===== config.mk =====
export PLATFORM = sky130hd
export DESIGN_NAME = slide_data_sched
export DESIGN_NICKNAME = d
export VERILOG_FILES = /design/src/rtl/slide_pkg.sv /design/src/rtl/slide_addr_gen.sv /design/src/rtl/slide_data_sched.sv
export SDC_FILE = /design/constraint.sdc
export NUM_CORES = 1
export LEC_CHECK = 0
export BUFFER_PORTS_ARGS = -buffer_cell sky130_fd_sc_hd__buf_2
export CELL_PAD_IN_SITES_DETAIL_PLACEMENT = 1
export CELL_PAD_IN_SITES_GLOBAL_PLACEMENT = 2
export CORE_MARGIN = 4
export CORE_UTILIZATION = 28
export CTS_CLUSTER_SIZE = 20
export DETAILED_ROUTE_END_ITERATION = 8
export HOLD_SLACK_MARGIN = 0.1
export PLACE_DENSITY = 0.85
export SYNTH_ARGS = -nofsm -noshare
export SYNTH_HDL_FRONTEND = slang
export SYNTH_SLANG_ARGS = --single-unit

===== constraint.sdc =====
create_clock -name clk -period 1.6 [get_ports clk]
set_input_delay 0.08 -clock clk [delete_from_list [all_inputs] [get_ports clk]]
set_output_delay 0.08 -clock clk [all_outputs]
set_load 0.01 [all_outputs]

===== src/rtl/slide_pkg.sv =====
// Shared constants and state encoding for the Slide_Data scheduler.
//   SLIDE_LEN_FULL : beats per frame on lanes 0..2
//   SLIDE_LEN_LAST : beats per frame on lane 3 (<= SLIDE_LEN_FULL)
//   SLIDE_LANE_OFS : address stride between lane regions in the sample RAM
package slide_pkg;

    localparam int unsigned SLIDE_LANES    = 4;
    localparam int unsigned SLIDE_LEN_FULL = 451;
    localparam int unsigned SLIDE_LEN_LAST = 449;
    localparam int unsigned SLIDE_LANE_OFS = 451;
    localparam int unsigned SLIDE_DATA_W   = 7;
    localparam int unsigned SLIDE_ADDR_W   = 11;
    localparam int unsigned SLIDE_CNT_W    = 9;

    typedef enum logic [1:0] {
        IDLE  = 2'd0,
        RUN   = 2'd1,
        DRAIN = 2'd2,
        DONE  = 2'd3
    } slide_state_e;

endpackage


===== src/rtl/slide_addr_gen.sv =====
// Beat counter plus per-lane offset adders for the shared sample RAM.
//   clk, rst      : clock, synchronous active-high reset
//   clr           : clear the beat counter (addresses hold)
//   en            : issue one beat: register lane addresses, advance counter
//   cnt           : index of the next beat to issue
//   rd_addr_0..3  : registered per-lane RAM addresses (lane*OFS + beat)
module slide_addr_gen
    import slide_pkg::*;
(
    input  logic                    clk,
    input  logic                    rst,
    input  logic                    clr,
    input  logic                    en,
    output logic [SLIDE_CNT_W-1:0]  cnt,
    output logic [SLIDE_ADDR_W-1:0] rd_addr_0,
    output logic [SLIDE_ADDR_W-1:0] rd_addr_1,
    output logic [SLIDE_ADDR_W-1:0] rd_addr_2,
    output logic [SLIDE_ADDR_W-1:0] rd_addr_3
);

    localparam logic [SLIDE_ADDR_W-1:0] OFS_1 = SLIDE_ADDR_W'(SLIDE_LANE_OFS);
    localparam logic [SLIDE_ADDR_W-1:0] OFS_2 = SLIDE_ADDR_W'(2 * SLIDE_LANE_OFS);
    localparam logic [SLIDE_ADDR_W-1:0] OFS_3 = SLIDE_ADDR_W'(3 * SLIDE_LANE_OFS);

    logic [SLIDE_ADDR_W-1:0] base;
    assign base = SLIDE_ADDR_W'(cnt);

    // Counter and address registers; clear has priority over issue
    always_ff @(posedge clk) begin
        if (rst) begin
            cnt       <= '0;
            rd_addr_0 <= '0;
            rd_addr_1 <= '0;
            rd_addr_2 <= '0;
            rd_addr_3 <= '0;
        end else if (clr) begin
            cnt <= '0;
        end else if (en) begin
            cnt       <= cnt + SLIDE_CNT_W'(1);
            rd_addr_0 <= base;
            rd_addr_1 <= OFS_1 + base;
            rd_addr_2 <= OFS_2 + base;
            rd_addr_3 <= OFS_3 + base;
        end
    end

endmodule


===== src/rtl/slide_data_sched.sv =====
// Read scheduler for the 4-lane Slide_Data datapath feeding the B1 stage.
//   clk, rst      : clock, synchronous active-high reset
//   start         : begin a frame (honoured only in IDLE)
//   abort         : return to IDLE at the next edge, no done pulse
//   out_ready     : downstream accepts a beat issued this cycle
//   rd_en         : RAM read strobe
//   rd_addr_0..3  : per-lane RAM addresses
//   lane_vld      : per-lane data valid, aligned with RAM data (1 cycle after rd_en)
//   beat_idx      : beat index of the data flagged by lane_vld
//   busy          : high from leaving IDLE until return to IDLE
//   done          : one-cycle pulse after the final lane_vld beat
module slide_data_sched
    import slide_pkg::*;
(
    input  logic                    clk,
    input  logic                    rst,
    input  logic                    start,
    input  logic                    abort,
    input  logic                    out_ready,
    output logic                    rd_en,
    output logic [SLIDE_ADDR_W-1:0] rd_addr_0,
    output logic [SLIDE_ADDR_W-1:0] rd_addr_1,
    output logic [SLIDE_ADDR_W-1:0] rd_addr_2,
    output logic [SLIDE_ADDR_W-1:0] rd_addr_3,
    output logic [SLIDE_LANES-1:0]  lane_vld,
    output logic [SLIDE_CNT_W-1:0]  beat_idx,
    output logic                    busy,
    output logic                    done
);

    slide_state_e           state;
    logic [SLIDE_CNT_W-1:0] cnt;
    logic                   issue;
    logic                   last_beat;
    logic                   cnt_clr;

    assign issue     = (state == RUN) && out_ready && !abort;
    assign last_beat = issue && (cnt == SLIDE_CNT_W'(SLIDE_LEN_FULL - 1));
    assign cnt_clr   = abort || ((state == IDLE) && start);

    slide_addr_gen u_addr_gen (
        .clk       (clk),
        .rst       (rst),
        .clr       (cnt_clr),
        .en        (issue),
        .cnt       (cnt),
        .rd_addr_0 (rd_addr_0),
        .rd_addr_1 (rd_addr_1),
        .rd_addr_2 (rd_addr_2),
        .rd_addr_3 (rd_addr_3)
    );

    // FSM, read strobe and one-cycle valid pipeline.
    // Lane 0 has zero offset, so rd_addr_0 is the beat index of the read in flight.
    always_ff @(posedge clk) begin
        if (rst) begin
            state    <= IDLE;
            rd_en    <= 1'b0;
            lane_vld <= '0;
            beat_idx <= '0;
            busy     <= 1'b0;
            done     <= 1'b0;
        end else begin
            rd_en <= issue;
            done  <= 1'b0;

            // Abort discards the beat still in flight
            if (abort) begin
                lane_vld <= '0;
            end else begin
                lane_vld <= {rd_en && (rd_addr_0 < SLIDE_ADDR_W'(SLIDE_LEN_LAST)),
                             {(SLIDE_LANES - 1){rd_en}}};
            end
            if (rd_en && !abort) begin
                beat_idx <= SLIDE_CNT_W'(rd_addr_0);
            end

            case (state)
                IDLE: begin
                    if (start && !abort) begin
                        state <= RUN;
                        busy  <= 1'b1;
                    end
                end
                RUN: begin
                    if (abort) begin
                        state <= IDLE;
                        busy  <= 1'b0;
                    end else if (last_beat) begin
                        state <= DRAIN;
                    end
                end
                DRAIN: begin
                    if (abort) begin
                        state <= IDLE;
                        busy  <= 1'b0;
                    end else begin
                        state <= DONE;
                    end
                end
                DONE: begin
                    state <= IDLE;
                    busy  <= 1'b0;
                    done  <= !abort;
                end
                default: begin
                    state <= IDLE;
                    busy  <= 1'b0;
                end
            endcase
        end
    end

endmodule

======== Word-level counts from Yosys, hierarchy flattened ========
Index checks and enable logic that the tools add are counted.
operators by class
  equal/unequal tests ..................... 7
  bitwise logic cells ..................... 2
  magnitude comparators ................... 1
  $mul .................................... 0
  reduce and logical (&&, ||, !) cells .... 17
  muxes and demuxes ....................... 8
  shifts and indexed selects .............. 0
  div/mod/pow operators ................... 0
  add/sub/neg operators ................... 4
operators by type and width
  kind                                                              count
  10-bit by 9-bit adder with 11-bit output (first input constant)   1
  11-bit by 9-bit adder with 11-bit output (first input constant)   1
  9-bit by 9-bit adder with 10-bit output (first input constant)    1
  9-bit by 1-bit adder with 9-bit output (second input constant)    1
  9-bit == test (second input constant)                             1
  9-bit less-than comparator (second input constant)                1
  2-bit two-way mux                                                 4
  2-bit one-hot mux with 4 select lines                             1
  2-bit OR reduction                                                4
  1-bit logical AND                                                 7
  2-bit AND reduction                                               3
  2-bit == test (second input constant)                             2
  2-bit by 1-bit != test with 1-bit output (second input constant)  2
  3-bit != test (second input constant)                             1
  1-bit one-hot mux with 3 select lines                             1
  2-bit by 1-bit == test with 1-bit output (second input constant)  1
  2-bit logical NOT                                                 1
  1-bit two-way mux                                                 2
  1-bit inverter                                                    2
  1-bit logical NOT                                                 1
  1-bit logical OR                                                  1
word-level totals
  bits in latches ......................... 0
  bits in writable memories ............... 0
  memories ................................ 0
  register bits after elaboration ......... 69
  memory bits (read-only) ................. 0
  output and inout port bits .............. 60
  input port bits ......................... 5
  logic and storage cells ................. 50

======== Logic depth before layout (Yosys ltp) ========
Gate-level depths: netlist (run 1).
  depth after elaboration ................. 7
  gate-level depth with buffers ........... 9
  depth with buffers taken out ............ 6

======== Modules after synthesis ========
Synthesis (run 1) repeated with hierarchy kept, for this count alone.
second synthesis, totals
  cells, all modules ...................... 362
  area, all modules ....................... 3,032.9 um^2
modules (own cells, without submodules)
  module            cells an instance  times used  seq. area each (um^2)  area an instance (um^2)
  slide_addr_gen    276                1           960.9                  2,301.0
  slide_data_sched  86                 1           320.3                  732.0

======== Least setup slack after synthesis (run 1) ========
Ideal clock, no wire load.
  path kind ............................... reg-to-reg
  start ................................... register state[0]
  end ..................................... register u_addr_gen.rd_addr_2[9]
  path slack .............................. -0.172 ns
  clock period less this slack ............ 1.772 ns
  cell stages (with the launch flop) ...... 9
  library setup time ...................... 0.065 ns
  arrival ................................. 1.707 ns
  buffers on the path ..................... 2
  data required time ...................... 1.535 ns
  path through ............................ dfxtp_1 > inv_1 > ha_1 > and2_1 > buf_2 > or2_1 > buf_2 > o41a_1 > nor2_1
on the way
  cells in the longest elaborated chain, start to end .. 5
  elaborated cells on any way between the ends .. 8
  classes of those cells .................. eq/ne (1); bitwise (1); reduce/logical (6)
RTL lines
  what                             line                    RTL
  from (decl)                      slide_data_sched.sv:31  slide_state_e state;
  from (signal assigned)           slide_data_sched.sv:57  state <= IDLE;
  from (signal assigned)           slide_data_sched.sv:81  state <= RUN;
  from (signal assigned)           slide_data_sched.sv:87  state <= IDLE;
  2-bit logical NOT                slide_data_sched.sv:39  assign cnt_clr = abort || ((state == IDLE) && start);
  1-bit logical AND                slide_data_sched.sv:39
  1-bit logical OR                 slide_data_sched.sv:39
  1-bit inverter (no line)         -
  2-bit AND reduction (no line) *  -
  to (signal assigned)             slide_addr_gen.sv:42    rd_addr_2 <= OFS_2 + base;
  to (decl)                        slide_addr_gen.sv:17    output logic [SLIDE_ADDR_W-1:0] rd_addr_2,
Mark *: on every way between the ends. The rest lies on a longest branch, timed or not.
A chain may end at the register's enable or synchronous reset.

======== Final worst setup path (run 1) ========
  start ................................... register state[1]
  end ..................................... register u_addr_gen.rd_addr_1[9]
on the way
  cells in the longest elaborated chain, start to end .. 5
  elaborated cells on any way between the ends .. 8
  classes of those cells .................. eq/ne (1); bitwise (1); reduce/logical (6)
RTL lines
  what                             line                    RTL
  2-bit logical NOT                slide_data_sched.sv:39
  1-bit logical AND                slide_data_sched.sv:39
  1-bit logical OR                 slide_data_sched.sv:39
  1-bit inverter (no line)         -
  2-bit AND reduction (no line) *  -
  to (signal assigned)             slide_addr_gen.sv:41    rd_addr_1 <= OFS_1 + base;
  to (decl)                        slide_addr_gen.sv:16    output logic [SLIDE_ADDR_W-1:0] rd_addr_1,
Marks and branches as above.

==> results of run 1 <==
## cell type report
cell class / instances / area [um^2]
tap: 133 / 166
clock inverter: 6 / 82.6
clock buffer: 10 / 138
sequential: 64 / 1290
multi-input combinational: 243 / 1580
timing repair buffer: 113 / 815
fill: 1169 / 5770
inverter: 7 / 28.8
## sequential cells by signal (all words and copies together), names as in the netlist
register              count
u_addr_gen.rd_addr_2     11
u_addr_gen.rd_addr_3     11
beat_idx                  9
u_addr_gen.cnt            9
u_addr_gen.rd_addr_1      9
u_addr_gen.rd_addr_0      8
lane_vld                  2
state                     2
busy                      1
done                      1
rd_en                     1
## critical path: stages, from the launching register on
cell and delay (ps):
dfxtp_2 340, inv_4 90, ha_4 140, nand3b_1 120, buf_4 170, or2_4 300, nor4_2 320, nor3_1 90
## power by group
group | switching [mW] | internal [mW]
sequential | 0.0272 | 1.63
combinational | 0.220 | 0.181
clock | 0.664 | 0.911
## cells by family after synthesis
logic type | after synthesis
buffers and inverters | 39
xor gates and xnor gates | 21
other | 1
and+or+nand+nor | 131
DFF | 64
adders and majority gates | 11
AOI/OAI and AO/OA | 75
muxes | 2
## cell usage after synthesis (8+ instances only)
library cell | number | area share [%]
dfxtp_1 | 64 | 45
nand2_1 | 56 | 7.3
nor2_1 | 37 | 4.9
a21oi_1 | 34 | 5.9
a211oi_1 | 13 | 3.4
clkbuf_1 | 13 | 1.7
xnor2_1 | 13 | 4.0
buf_2 | 12 | 2.1
ha_1 | 11 | 4.8
o21ai_0 | 10 | 1.7
nand3_1 | 9 | 1.6
nor3_1 | 8 | 1.4
or3_1 | 8 | 1.7
xor2_1 | 8 | 2.4
## routing by layer
layer,routed length (um),track usage [%]
met1,4210,19.4
met2,5000,27.5
met4,131,5.68
met3,432,3.79
met5,0,0
## how the worst max path moves through the flow
stage / start / to / slack [ps] / cells past startpoint
after global routing: state[1] / u_addr_gen.rd_addr_1[9] / -130 / 7
after detailed placement: state[0] / u_addr_gen.rd_addr_1[9] / -120 / 6
final: state[1] / u_addr_gen.rd_addr_1[9] / -80 / 7
after floorplan: state[0] / u_addr_gen.rd_addr_2[1] / 0.4 / 9
after CTS: state[0] / u_addr_gen.rd_addr_0[8] / -10 / 9
after global placement: state[0] / u_addr_gen.rd_addr_1[9] / -60 / 6
## timing repair
item | in CTS | in global routing
hold buffers | 1 | 0
endpoints found under the hold margin | 3 | 0
gates resized for setup | 11 | 41
pin swaps | 4 | 15
gates cloned | 2 | 2
setup buffers | 5 | 6
setup endpoints to repair | 34 | 50
## stage by stage
step | power, mW | setup TNS (ps) | hold WS (ps) | instance area (um^2)
final | 3.64 | -256 | 174 | 4100
after CTS | 3.62 | -26.3 | 137 | 3880
after global placement | 2.00 | -71.0 | 439 | 3510
after global routing | 3.78 | -1680 | 185 | 4100
after floorplan | 1.90 | 0 | 273 | 2910
after detailed placement | 2.01 | -806 | 443 | 3510
## cell usage in the layout (no fill, tap or decap), drive strengths merged, types with 2 or more instances in the layout
cell,n
buf,110
dfxtp,64
nand2,56
nor2,38
a21oi,34
xnor2,13
a211oi,13
clkbuf,12
ha,11
o21ai,10
nand3,9
xor2,8
or3,8
nor3,8
inv,7
conb,3
clkinv,3
nand4,2
o21bai,2
nand4b,2
mux2i,2
a22oi,2
o31ai,2
bufinv,2
nor4,2
==> results.toml, run 1 <==
[run_status]
status = "finished with violations"
failed_checks = "setup timing"

[floorplan]
boundaryPins = 65
core_um2 = 9860
dieHeight_um = 109
fp.dieW_um = 109
rows = 36
start_util_pct = 29.0
dieArea_um2 = 11900

[timing]
hold_violations = 0
timing.fmax_ghz = 0.596
skew_ps = 9.66
rsz0062_at_grt = "true"
layout_min_cycle_time_ps = 1680
fin_crit_sh_pct = 105
final.setup.worst_slack_ps = -79.2
setup_viol = 8
final_max_slew_viol_count = 0

[synthesis]
ys_seq_area_share_pct = 44.8
syn_area_per_cell_um2 = 8.32
synthFlopType = "dfxtp_1"
synthXorXnorAreaFrac_pct = 6.42
ys_seq_elements = 64
synth_mux_area_share_pct = 0.699
synthCells = 344
netlist_area_um2 = 2860
synth-adder-area-share_pct = 4.81
synth_top_family_by_area = "simple AND/OR/NAND/NOR gates"
synth_edf_count = 0
netlist-cell-type-count = 43
synth_compound_area_share_pct = 16.7
async_flop_share_pct = 0
yosys_warnings = 0
synth-simple-area-share_pct = 20.0

[hold_path]
hold_end = "state[1]"
hp-start = "abort"
hold_depth = 4
hp-class = "primary input to flip-flop"

[placement]
post-place-cells = 546
post-place-ws_ps = -116
place_congestion = 0.822
io_buffers = 61
hpwl_um = 6210

[global_route]
antenna_found_initial = 0
grt_pass1_wl_um = 14600
overflow = 0
grt_max_degree = 42
grt_pass1_vias = 2818
track_usage_pct = 16.0

[finish]
layout.nets = 454
antenna_cells = 0
drive_above_1_share_pct = 37.7
finalNonFillerCells = 576
finalCoreUtilization_pct = 41.6
syn_to_final_growth_pct = 43.2

[worst_setup_path]
crit_path_end_kind = "flip-flop"
crit_type = "flip-flop to flip-flop"
reg2reg_depth = 7
worstReg2RegStart = "state[1]"
required_ps = 1840
start_kind = "flip-flop"
cp_max_fo = 6
timing.rr.end = "u_addr_gen.rd_addr_1[9]"
rrSetupSlack_ps = -80
arrival_ps = 1910

[cts]
htree_levels = 3
cts_buffer_depth = 2
cts_sinks = 64
cts-root-buf = "clkbuf_8"
clk_latency_ps = 350
cts_tree = "done"
cts-buffers-inserted = 9
clkTransAtPathRegs_ps = 80

[drt]
wire_per_inst_um = 17.0
drcViolationCount = 0
antenna_left = 0
drtIter0Drc = 107
via_count = 2783
firstDrtPassIters = 4
vias_per_cell = 4.83
wl_um = 9770

[run]
cap_violations = 0

[pwr]
leakage_nw = 1.72
cellPowerDensity_nw_per_um2 = 887
ir_drop_v = 0.000357
Power figures use the tool's default switching activity.
==> run 2: changes to the inputs <==
--- a/config.mk
+++ b/config.mk
@@ -14,6 +14,8 @@
 export DETAILED_ROUTE_END_ITERATION = 8
 export HOLD_SLACK_MARGIN = 0.1
 export PLACE_DENSITY = 0.85
+export SKIP_LAST_GASP = 1
 export SYNTH_ARGS = -nofsm -noshare
 export SYNTH_HDL_FRONTEND = slang
 export SYNTH_SLANG_ARGS = --single-unit
+export TNS_END_PERCENT = 30
==> constraint.sdc (replaced) <==
create_clock -name clk -period 1.4 [get_ports clk]
set_input_delay 0.07 -clock clk [delete_from_list [all_inputs] [get_ports clk]]
set_output_delay 0.07 -clock clk [all_outputs]
set_load 0.01 [all_outputs]
==> run 2 against run 1 <==
  * The run still ends with setup timing left
  * Combinational power up 17%
  * Utilization fell by 0.70 points
  * Total power increased by 7.5%
  * Register-to-register slack worse by 90 ps
  * Non-clock buffer count increased by 6
  * Largest power group unchanged
  * Fmax rose by 6.9%
  * Routed wire length down 3.0%
==> results.toml, run 2 (synthesis gave the netlist of run 1 again) <==
[placement]
place_area_um2 = 3570
place_congestion = 0.883
hpwl_um = 6430
post-place-ws_ps = -313
io_buffers = 61

[worst_setup_path]
timing.rr.end = "u_addr_gen.rd_addr_2[9]"
required_ps = 1690
crit_type = "flip-flop to flip-flop"
crit_chain = "inv_4, ha_4, nand3b_1, buf_6, or2_4, o41a_1, nor2_1"
start_kind = "flip-flop"
rrSetupSlack_ps = -170
crit_path_end_kind = "flip-flop"
arrival_ps = 1860
max_stage_delay_ps = 340
worstReg2RegStart = "state[1]"
cp_max_fo = 5
crit_slowest_cell = "dfxtp_2"
reg2reg_depth = 7

[drt]
wl_um = 9480
wire_per_inst_um = 16.3
firstDrtPassIters = 4
drcViolationCount = 0
via_count = 2796
drtIter0Drc = 122
vias_per_cell = 4.80
antenna_left = 0

[hold_path]
hold_depth = 3
hold_end = "u_addr_gen.rd_addr_1[1]"
hp-start = "rst"
hp-class = "primary input to flip-flop"

[global_route]
grt_pass1_vias = 2837
grt_pass1_wl_um = 14500
grt_max_degree = 43
track_usage_pct = 15.7
grt-busiest-layer = "met2"
grtUsageMet3_pct = 3.55
overflow = 0
grtUsageMet1_pct = 19.1
use_met2_pct = 27.3
antenna_found_initial = 0

[floorplan]
core_um2 = 9860
boundaryPins = 65
start_util_pct = 29.0
dieHeight_um = 109
rows = 36
fp.dieW_um = 109
dieArea_um2 = 11900

[timing]
setup_viol = 48
final_max_slew_viol_count = 0
skew_ps = 11.4
hold_violations = 0
timing.fmax_ghz = 0.636
final.setup.worst_slack_ps = -171
layout_min_cycle_time_ps = 1570
fin_crit_sh_pct = 112
rsz0062_at_grt = "true"
setup_tns_ps = -5520

[finish]
reg_top3 = "u_addr_gen.rd_addr_2: 11 flops, u_addr_gen.rd_addr_3: 11 flops"
layout_commonest_cell = "buf_2"
layout.nets = 461
finalInstanceArea_um2 = 4030
final_cell_mix = "buf_2 (61), dfxtp_1 (59), nand2_1 (56)"
antenna_cells = 0
syn_to_final_growth_pct = 40.8
drive_above_1_share_pct = 37.8

[cts]
clk_latency_ps = 350
cts-buffers-inserted = 9
cts_sinks = 64
cts-root-buf = "clkbuf_8"
clkTransAtPathRegs_ps = 80
cts_tree = "done"
cts_buffer_depth = 2
htree_levels = 3

[pwr]
ir_drop_v = 0.000369
leakage_nw = 1.68
cellPowerDensity_nw_per_um2 = 969

[run]
cap_violations = 0

[run_status]
failed_checks = "setup timing"
status = "finished with violations"
-- run 2: changes by cell type in the layout (fill, tap and decap cells not counted), moves of 2 or more --
cell and change:
a21oi_1 -2, nor3_1 +2, buf_12 -4, ha_2 +3, o31ai_1 +2, buf_4 +10
o31ai_2 -2, a211oi_1 +2, a21oi_2 +2, o21ai_0 -2, ha_1 -3, clkbuf_1 +3
-- run 2: what timing repair did --
| action | in CTS | in global routing |
|---|---|---|
| gates resized for setup | 20 | 26 |
| pin swaps | 6 | 7 |
| endpoints found under the hold margin | 0 | 0 |
| hold buffers | 0 | 0 |
| setup endpoints to repair | 49 | 49 |
| cloned | 0 | 2 |
| setup buffers | 6 | 4 |
-- run 2: routing by layer --
layer	share of wire [%]	vias to the layer above	wire (um)
li1	-	1361	-
met1	42	1353	3960
met2	51	68	4870
met3	5.3	14	499
met4	1.6	0	151
met5	0	-	0
-- run 2: power by group --
part           internal (mW)  total (mW)  switching [mW]  leakage, nW
Clock                  0.816        1.54           0.725       0.0941
Combinational          0.211       0.467           0.256         1.07
Sequential              1.87        1.90          0.0316        0.520
Total                   2.89        3.91            1.01         1.68
-- run 2: through the flow --
step | power [mW] | hold slack (ps) | instances | util, %
2_1_floorplan | 2.17 | 263 | 346 | -
3_3_place_gp | 2.31 | 439 | 555 | 36.2
3_5_place_dp | 2.32 | 444 | 555 | 36.2
4_1_cts | 3.88 | 119 | 577 | 39.1
5_1_grt | 4.06 | 128 | 583 | 40.9
6_report | 3.91 | 121 | 583 | 40.9
-- run 2: cell type report --
cell class                 instances  area (um^2)
clock buffer                      12          135
clock inverter                     4         45.0
fill                            1144         5830
inverter                           7         28.8
multi-input combinational        244         1560
sequential                        64         1290
tap                              133          166
timing repair buffer             119          801
-- run 2: how the worst max path moves through the flow --
stage	startpoint	end	slack [ps]
global route	state[1]	u_addr_gen.rd_addr_0[6]	-220
detailed placement	state[1]	u_addr_gen.rd_addr_3[3]	-310
finish	state[1]	u_addr_gen.rd_addr_2[9]	-170
CTS	state[1]	u_addr_gen.rd_addr_1[9]	-140
floorplan	state[0]	u_addr_gen.rd_addr_2[9]	-180
global placement	u_addr_gen.cnt[1]	u_addr_gen.cnt[8]	-260
-- run 2: critical path, delay by kind of cell (launching register included) --
kind / cells / cell delay, ps
AOI/OAI and AO/OA: 1 / 320
adders and majority gates: 1 / 140
buffers and inverters: 2 / 230
DFF: 1 / 340
and+or+nand+nor: 3 / 460
==> run 3: changes to the inputs <==
--- a/config.mk
+++ b/config.mk
@@ -5,10 +5,10 @@
 export SDC_FILE = /design/constraint.sdc
 export NUM_CORES = 1
 export LEC_CHECK = 0
-export BUFFER_PORTS_ARGS = -buffer_cell sky130_fd_sc_hd__buf_2
+export BUFFER_PORTS_ARGS = -buffer_cell sky130_fd_sc_hd__buf_4
 export CELL_PAD_IN_SITES_DETAIL_PLACEMENT = 1
 export CELL_PAD_IN_SITES_GLOBAL_PLACEMENT = 2
-export CORE_MARGIN = 4
+export CORE_MARGIN = 2
 export CORE_UTILIZATION = 28
 export CTS_CLUSTER_SIZE = 20
 export DETAILED_ROUTE_END_ITERATION = 8
==> run 3 against run 2 <==
  * The flow still finishes with violations (setup timing)
  * First-iteration DRC count fell by 29%
  * Clock skew shrank 2.7 ps
  * Register-to-register slack lost 60 ps
  * Global-route usage is 2.0 points higher
  * Sequential cell count unchanged
  * Sequential share of layout area fell by 2.4 points
  * Routed wire length rose by 1.9%
  * Cell count up 0.51%
  * Fmax shrank 3.8%
  * Non-clock buffer count rose by 4
  * Combinational power up 10%
  * Critical path type unchanged
  * Setup slack lost 63 ps
==> results.toml, run 3 (synthesis gave the netlist of run 1 again) <==
[run_status]
status = "finished with violations"
failed_checks = "setup timing"

[worst_setup_path]
start_kind = "flip-flop"
timing.rr.end = "u_addr_gen.rd_addr_2[9]"
worstReg2RegStart = "state[1]"
max_stage_delay_ps = 350
rrSetupSlack_ps = -230
arrival_ps = 1920
cp_max_fo = 6
reg2reg_depth = 6
crit_chain = "inv_4, ha_4, nand3b_1, or2_4, o41a_1, nor2_1"
crit_type = "flip-flop to flip-flop"
crit_slowest_cell = "or2_4"
required_ps = 1680
crit_path_end_kind = "flip-flop"

[cts]
clk_latency_ps = 350
htree_levels = 3
cts-buffers-inserted = 9
cts-root-buf = "clkbuf_8"
cts_buffer_depth = 2
clkTransAtPathRegs_ps = 70
cts_sinks = 64
cts_tree = "done"

[floorplan]
dieArea_um2 = 11000
fp.dieW_um = 105
boundaryPins = 65
dieHeight_um = 105
start_util_pct = 29.0
rows = 36
core_um2 = 9860

[timing]
timing.fmax_ghz = 0.612
final_max_slew_viol_count = 0
setup_viol = 51
final.setup.worst_slack_ps = -234
rsz0062_at_grt = "true"
fin_crit_sh_pct = 117
skew_ps = 8.72
layout_min_cycle_time_ps = 1630
hold_violations = 0

[pwr]
cellPowerDensity_nw_per_um2 = 995
leakage_nw = 1.79
power_mw = 4.31
ir_drop_v = 0.000507

[global_route]
antenna_found_initial = 0
track_usage_pct = 17.7
grt_max_degree = 45
grt_pass1_vias = 2935
grt_pass1_wl_um = 15400
overflow = 0

[finish]
syn_to_final_growth_pct = 51.5
antenna_cells = 0
layout_commonest_cell = "buf_4"
reg_top3 = "u_addr_gen.rd_addr_2: 11 flops, u_addr_gen.rd_addr_3: 11 flops"
layout.nets = 464
drive_above_1_share_pct = 40.4
finalInstanceArea_um2 = 4340
final_cell_mix = "buf_4 (109), dfxtp_1 (60), nand2_1 (50)"

[drt]
antenna_left = 0
wl_um = 9660
wire_per_inst_um = 16.5
drcViolationCount = 0
firstDrtPassIters = 4
via_count = 2863
vias_per_cell = 4.89
drtIter0Drc = 87

[placement]
io_buffers = 61
place_area_um2 = 3740
hpwl_um = 6300
place_congestion = 0.825

[hold_path]
hp-class = "primary input to flip-flop"
hold_depth = 3
hp-start = "abort"
hold_end = "u_addr_gen.cnt[2]"

[run]
cap_violations = 0
[run 3: cell count changes in the layout (fill, tap and decap cells not counted), sizes merged]
cell	delta
or2	-1
clkbuf	+1
clkinv	-3
dlygate4sd3	+2
buf	+3
bufinv	+1
[run 3: routing by layer]
metal / up-vias / track usage [%] / share of wire (%)
met5: - / 0 / 0
met1: 1414 / 20.9 / 42
li1: 1360 / - / -
met4: 0 / 5.62 / 1.8
met3: 17 / 3.74 / 3.7
met2: 72 / 31.8 / 52
[run 3: layout make-up]
class	instances	area [um^2]
clock buffers	14	173
clock inverters	2	60.1
fillers	1160	5530
inverters	7	31.3
multi-input cells	243	1620
flip-flops and latches	64	1290
well taps	133	166
repair buffers	123	995
[run 3: critical path: cells and delay by family, from the launching register on]
family,cells,cell delay (ps)
buf+inv,1,80
flops,1,340
compound gates,1,320
simple gates,3,680
fa+ha+maj,1,140
[run 3: timing repair]
action                     4_1_cts  5_1_grt
hold endpoints to repair         7        0
resized for setup               37       31
setup endpoints to repair       50       51
gates cloned                     3        0
pin swaps                       11       11
buffers inserted                 6        4
hold buffers                     2        0
[run 3: worst max-delay path by stage]
stage             start                 endpoint  slack [ps]  depth (start not counted)
6_report       state[1]  u_addr_gen.rd_addr_2[9]        -230                          6
5_1_grt        state[1]  u_addr_gen.rd_addr_2[8]        -300                          8
4_1_cts        state[1]  u_addr_gen.rd_addr_1[3]        -230                          8
3_5_place_dp   state[1]  u_addr_gen.rd_addr_2[7]        -330                          6
3_3_place_gp   state[1]  u_addr_gen.rd_addr_1[9]        -210                          6
2_1_floorplan  state[0]  u_addr_gen.rd_addr_2[9]        -180                          8
[run 3: stage by stage]
| stage | setup TNS [ps] | hold slack, ps | setup WS [ps] | util [%] | cells |
|---|---|---|---|---|---|
| after floorplan | -4970 | 263 | -182 | - | 346 |
| after global placement | -6760 | 351 | -213 | 37.9 | 556 |
| after detailed placement | -10400 | 346 | -335 | 37.9 | 556 |
| after CTS | -7970 | 121 | -233 | 42.5 | 583 |
| after global routing | -11780 | 143 | -304 | 44.0 | 586 |
| final | -8430 | 122 | -234 | 44.0 | 586 |
[run 3: where the power goes]
group	total [mW]	internal [mW]	leakage, nW	switching (mW)
registers	1.91	1.87	0.519	0.0379
logic	0.515	0.255	1.15	0.260
clock network	1.89	1.15	0.117	0.740
